--- config.mk ---
export PLATFORM = sky130hd
export DESIGN_NAME = uart_tx_serializer
export DESIGN_NICKNAME = d
export VERILOG_FILES = /design/src/rtl/uart_tx_serializer.sv
export SDC_FILE = /design/constraint.sdc
export NUM_CORES = 1
export LEC_CHECK = 0
export BUFFER_PORTS_ARGS = -buffer_cell sky130_fd_sc_hd__buf_2
export CORE_UTILIZATION = 61
export CTS_CLUSTER_DIAMETER = 80
export DETAILED_ROUTE_END_ITERATION = 10
export PLACE_DENSITY = 0.89
export SYNTH_ARGS = -nofsm -noshare
export SYNTH_HDL_FRONTEND = slang
export SYNTH_SLANG_ARGS = --single-unit
--- constraint.sdc ---
create_clock -name clk -period 3.7 [get_ports clk]
set_input_delay 0.37 -clock clk [delete_from_list [all_inputs] [get_ports clk]]
set_output_delay 0.37 -clock clk [all_outputs]
set_load 0.01 [all_outputs]
--- src/rtl/uart_tx_serializer.sv ---
// UART transmit serializer: start bit, DATA_W data bits LSB first, optional parity, 1 or 2 stops.
// Define UART_TX_BREAK_EN to add the break_req input and the BREAK line state.
module uart_tx_serializer #(
    parameter int unsigned DATA_W     = 8,
    parameter logic        IDLE_LEVEL = 1'b1
) (
    input  logic              clk,
    input  logic              reset,
    input  logic              bit_tick,
    input  logic              tx_valid,
    output logic              tx_ready,
    input  logic [DATA_W-1:0] tx_data,
    input  logic [1:0]        parity_mode,
    input  logic              stop2,
`ifdef UART_TX_BREAK_EN
    input  logic              break_req,
`endif
    output logic              tx_out,
    output logic              busy,
    output logic              done
);

    localparam int unsigned CW = $clog2(DATA_W + 1);
    localparam logic [CW-1:0] LAST_BIT = CW'(DATA_W);

    typedef enum logic [2:0] {
        S_IDLE,
        S_ARM,
        S_START,
        S_DATA,
        S_PARITY,
        S_STOP
`ifdef UART_TX_BREAK_EN
        , S_BREAK
`endif
    } state_t;

    state_t            state, state_n;
    logic              tx_out_n, ready_n, busy_n, done_n;
    logic [CW-1:0]     cnt, cnt_n;
    logic [DATA_W-1:0] data_r, data_n, sh_r, sh_n;
    logic [1:0]        pmode_r, pmode_n;
    logic              stop2_r, stop2_n;
    logic              par_en, par_bit;

`ifdef UART_TX_BREAK_EN
    localparam int unsigned BW = $clog2(DATA_W + 4);
    localparam logic [BW-1:0] BRK_LAST = BW'(DATA_W + 2);
    logic [BW-1:0] brk_cnt, brk_cnt_n;
`endif

    assign par_en  = (pmode_r == 2'b01) || (pmode_r == 2'b10);
    assign par_bit = (^data_r) ^ (pmode_r == 2'b10);

    always_ff @(posedge clk) begin
        if (reset) begin
            state    <= S_IDLE;
            tx_out   <= IDLE_LEVEL;
            tx_ready <= 1'b1;
            busy     <= 1'b0;
            done     <= 1'b0;
            cnt      <= '0;
            data_r   <= '0;
            sh_r     <= '0;
            pmode_r  <= '0;
            stop2_r  <= 1'b0;
`ifdef UART_TX_BREAK_EN
            brk_cnt  <= '0;
`endif
        end else begin
            state    <= state_n;
            tx_out   <= tx_out_n;
            tx_ready <= ready_n;
            busy     <= busy_n;
            done     <= done_n;
            cnt      <= cnt_n;
            data_r   <= data_n;
            sh_r     <= sh_n;
            pmode_r  <= pmode_n;
            stop2_r  <= stop2_n;
`ifdef UART_TX_BREAK_EN
            brk_cnt  <= brk_cnt_n;
`endif
        end
    end

    always_comb begin
        state_n  = state;
        tx_out_n = tx_out;
        ready_n  = tx_ready;
        busy_n   = busy;
        done_n   = 1'b0;
        cnt_n    = cnt;
        data_n   = data_r;
        sh_n     = sh_r;
        pmode_n  = pmode_r;
        stop2_n  = stop2_r;
`ifdef UART_TX_BREAK_EN
        brk_cnt_n = brk_cnt;
`endif
        case (state)
            S_IDLE: begin
`ifdef UART_TX_BREAK_EN
                if (break_req) begin
                    state_n   = S_BREAK;
                    ready_n   = 1'b0;
                    busy_n    = 1'b1;
                    tx_out_n  = ~IDLE_LEVEL;
                    brk_cnt_n = '0;
                end else
`endif
                if (tx_valid && tx_ready) begin
                    state_n = S_ARM;
                    ready_n = 1'b0;
                    busy_n  = 1'b1;
                    data_n  = tx_data;
                    sh_n    = tx_data;
                    pmode_n = parity_mode;
                    stop2_n = stop2;
                end
            end
            S_ARM: if (bit_tick) begin
                state_n  = S_START;
                tx_out_n = ~IDLE_LEVEL;
            end
            S_START: if (bit_tick) begin
                state_n  = S_DATA;
                tx_out_n = sh_r[0];
                sh_n     = sh_r >> 1;
                cnt_n    = CW'(1);
            end
            // cnt holds the number of data bits already placed on the line
            S_DATA: if (bit_tick) begin
                if (cnt == LAST_BIT) begin
                    cnt_n = '0;
                    if (par_en) begin
                        state_n  = S_PARITY;
                        tx_out_n = par_bit;
                    end else begin
                        state_n  = S_STOP;
                        tx_out_n = IDLE_LEVEL;
                    end
                end else begin
                    tx_out_n = sh_r[0];
                    sh_n     = sh_r >> 1;
                    cnt_n    = cnt + 1'b1;
                end
            end
            S_PARITY: if (bit_tick) begin
                state_n  = S_STOP;
                tx_out_n = IDLE_LEVEL;
                cnt_n    = '0;
            end
            S_STOP: if (bit_tick) begin
                if (stop2_r && (cnt == '0)) begin
                    cnt_n = CW'(1);
                end else begin
                    state_n = S_IDLE;
                    done_n  = 1'b1;
                    ready_n = 1'b1;
                    busy_n  = 1'b0;
                end
            end
`ifdef UART_TX_BREAK_EN
            // Release only after the minimum hold, then reuse STOP for the single idle period
            S_BREAK: if (bit_tick) begin
                if ((brk_cnt >= BRK_LAST) && !break_req) begin
                    state_n  = S_STOP;
                    tx_out_n = IDLE_LEVEL;
                    cnt_n    = '0;
                    stop2_n  = 1'b0;
                end else if (brk_cnt < BRK_LAST) begin
                    brk_cnt_n = brk_cnt + 1'b1;
                end
            end
`endif
            default: state_n = S_IDLE;
        endcase
    end

endmodule

==> results.sh <==
export IMPL_outcome="completed"
export IMPL_yosys_area_share_simple_pct=27.3
export IMPL_first_iter_violations=50
export IMPL_clock_root_buffer="clkbuf_4"
export IMPL_antenna_found_initial=0
export IMPL_gr_total_overflow=0
export IMPL_clock_sinks=30
export IMPL_postLayoutCoreUtil_pct=74.1
export IMPL_power_density_mw_per_mm2=646
export IMPL_slew_violations=0
export IMPL_setup_ws_ns=1.52
export IMPL_drc=0
export IMPL_vias_per_cell=5.95
export IMPL_dieWidth_um=52.1
export IMPL_wl_per_cell_um=14.4
export IMPL_postSynth_asyncResetShare_pct=0
export IMPL_grt_pass1_vias=1255
export IMPL_rr_worst_depth=5
export IMPL_cp_end_kind="flop"
export IMPL_hold_violations=0
export IMPL_fin_area_mm2=0.00170
export IMPL_rows=17
export IMPL_worstReg2RegStart="state[2]"
export IMPL_die_area_mm2=0.00271
export IMPL_worstPathRequired_ns=3.93
export IMPL_max_freq_ghz=0.460
export IMPL_fin_crit_sh_pct=58.8
export IMPL_ios=19
export IMPL_critical_path_max_fanout=14
export IMPL_gp_congestion=0.850
export IMPL_final_nets=216
export IMPL_holdBufCountCts=0
export IMPL_dp_cells=219
export IMPL_tns_ns=0
export IMPL_p_leak_nw=0.661
export IMPL_synthMuxAreaShare_pct=1.96
export IMPL_cp_arrival_ns=2.40
export IMPL_hold_depth=3
export IMPL_startpoint="state[2]"
export IMPL_worstHoldPathType="input port to flop"
export IMPL_ctsHtreeMaxLevel=2
export IMPL_synthAdderAreaFrac_pct=2.45
export IMPL_finalWirelength_um=3280
export IMPL_clk_pin_slew_ns=0.10
export IMPL_syn_cell_area_mm2=0.00153
export IMPL_grt_start_max_net_pins=32
export IMPL_vdd_drop_max_v=0.000503
export IMPL_tightest_slew_ns=0.603
export IMPL_drv_cap=0
export IMPL_final_antenna_net_count=0
export IMPL_power_frac_seq_pct=40.3
export IMPL_synth_nets=202
export IMPL_antennaDiodeCount=0
export IMPL_hpwl_um=2300
export IMPL_pre_cts_ws_ns=1.66
export IMPL_synthDistinctLibCells=42
export IMPL_portBuffers=18
export IMPL_rsz0062_at_grt="no"
export IMPL_instances_no_fill=227
export IMPL_seq_area_frac_synth_pct=39.2
export IMPL_synth_edf_count=0
export IMPL_synth_xor_area_share_pct=4.90
export IMPL_grt_total_usage_pct=27.8
export IMPL_power_switching_mw=0.349
export IMPL_pwr_share_comb_pct=28.1
export IMPL_layout_drive_gt1_share_pct=16.6
export IMPL_fin_crit_ns=2.18
export IMPL_grt_pass1_wl_um=5290
export IMPL_dr_pass1_iters=4
export IMPL_worst_setup_path_start_kind="flop"
export IMPL_cts_buffers_inserted=5
export IMPL_yosysWarningCount=0
export IMPL_min_delay_start="parity_mode[0]"
export IMPL_switching_share_pct=31.7
export IMPL_cts_buffer_depth=2
export IMPL_relSlewSlack_pct=59.6
export IMPL_fp_dieH_um=52.1
export IMPL_crit_type="flop to flop"
export IMPL_internal_power_mw=0.751
export IMPL_cts_resized=0
export IMPL_setup_violations=0
export IMPL_placed_area_mm2=0.00159
export IMPL_area_growth_pct=11.2
export IMPL_cts_tree="done"
export IMPL_synth_compound_area_share_pct=18.5
export IMPL_via_count=1351
export IMPL_ys_flop_type="dfxtp_1"
export IMPL_synth_cells=184
export IMPL_clock_skew_ns=0.00563
export IMPL_synth_top_family_by_area="simple AND/OR/NAND/NOR gates"
export IMPL_post_cts_setup_buffers=0
export IMPL_syn_area_per_cell_um2=8.32
export IMPL_ys_seq_elements=30
export IMPL_p_clk_share_pct=31.5
export IMPL_core_mm2=0.00230
export IMPL_initial_utilization_pct=66.7
export IMPL_clock_latency_ns=0.34
[logic make-up (layout without fill, tap and decap cells)]
kind of cell | Yosys count | count (layout)
simple gates | 82 | 82
mux | 3 | 3
flops | 30 | 30
compound gates | 42 | 42
buf+inv | 17 | 32
fa+ha+maj | 3 | 3
xor+xnor | 7 | 7
[power groups by stage]
stage	Clock, mW	Sequential [mW]	Combinational, mW
2_1_floorplan	0	0.426	0.274
3_3_place_gp	0	0.441	0.293
3_5_place_dp	0	0.449	0.305
4_1_cts	0.350	0.441	0.307
5_1_grt	0.365	0.448	0.344
6_report	0.347	0.444	0.310
[per-stage QoR]
stage / hold WS (ns) / power [mW]
final: 0.261 / 1.10
after global placement: 0.458 / 0.734
after CTS: 0.248 / 1.10
after detailed placement: 0.466 / 0.754
after global routing: 0.265 / 1.16
after floorplan: 0.447 / 0.701
[area by class of cell]
type                    count  area (µm²)
multi-input cells         137         843
inverters                   6        22.5
flip-flops and latches     30         601
repair buffers             18        90.1
fillers                   184         594
clock buffers               6        51.3
clock inverters             2        60.1
well taps                  28        35.0
[per-layer routing]
metal  part of all wire [%]  global-route usage, %  vias to the layer above
met2                     50                   46.6                       60
met4                    1.3                   16.2                        0
met3                    6.5                   9.94                        6
li1                       -                      -                      664
met5                      0                      0                        -
met1                     42                   29.6                      621
[flip-flops by register name (all words and copies together), names as in the netlist, 2 cells and up]
name and flops:
data_r 8, sh_r 8, cnt 4, state 3, pmode_r 2
[critical path, cell delays in order (launching register included)]
cell and delay, ns:
dfxtp_1 0.65, and2b_1 0.39, nand3_1 0.26, nor3b_2 0.33, a21oi_1 0.10, a311oi_1 0.33
[cell usage after synthesis, types with 3 or more instances]
master / number / area (µm²)
nand2_1: 38 / 143
dfxtp_1: 30 / 601
a21oi_1: 18 / 90.1
nor2_1: 16 / 60.1
a311oi_1: 7 / 61.3
o21ai_0: 7 / 35.0
inv_1: 5 / 18.8
xnor2_1: 5 / 43.8
clkbuf_1: 4 / 15.0
nand2b_1: 4 / 25.0
nand3_1: 4 / 20.0
buf_2: 3 / 15.0
ha_1: 3 / 37.5
mux2i_1: 3 / 30.0
nand3b_1: 3 / 22.5
[cells in the final DEF (no fill, tap or decap), types with 2 or more instances in the layout]
| cell type | synthesis | layout |
|---|---|---|
| buf_2 | 3 | 18 |
| nand3b_1 | 3 | 3 |
| nand2b_1 | 4 | 4 |
| bufinv_16 | 0 | 2 |
| o21ai_0 | 7 | 7 |
| clkbuf_4 | 1 | 5 |
| nand2_1 | 38 | 38 |
| o21a_1 | 2 | 2 |
| ha_1 | 3 | 3 |
| a21oi_1 | 18 | 18 |
| a311oi_1 | 7 | 7 |
| nand3_1 | 4 | 4 |
| nor2_1 | 16 | 16 |
| dfxtp_1 | 30 | 30 |
| a31oi_1 | 2 | 2 |
| mux2i_1 | 3 | 3 |
| and2b_1 | 2 | 2 |
| nor3_1 | 2 | 2 |
| xnor2_1 | 5 | 5 |
| and4bb_1 | 2 | 2 |
| inv_1 | 5 | 5 |
| or4_1 | 2 | 2 |
[worst paths after layout]
kind	endpoint	slack (ns)
max	state[0]	1.52
min	pmode_r[0]	0.26
max reg2reg	state[0]	1.52
min reg2reg	data_r[3]	0.48
Note: power is estimated with default switching activity, not from simulation.
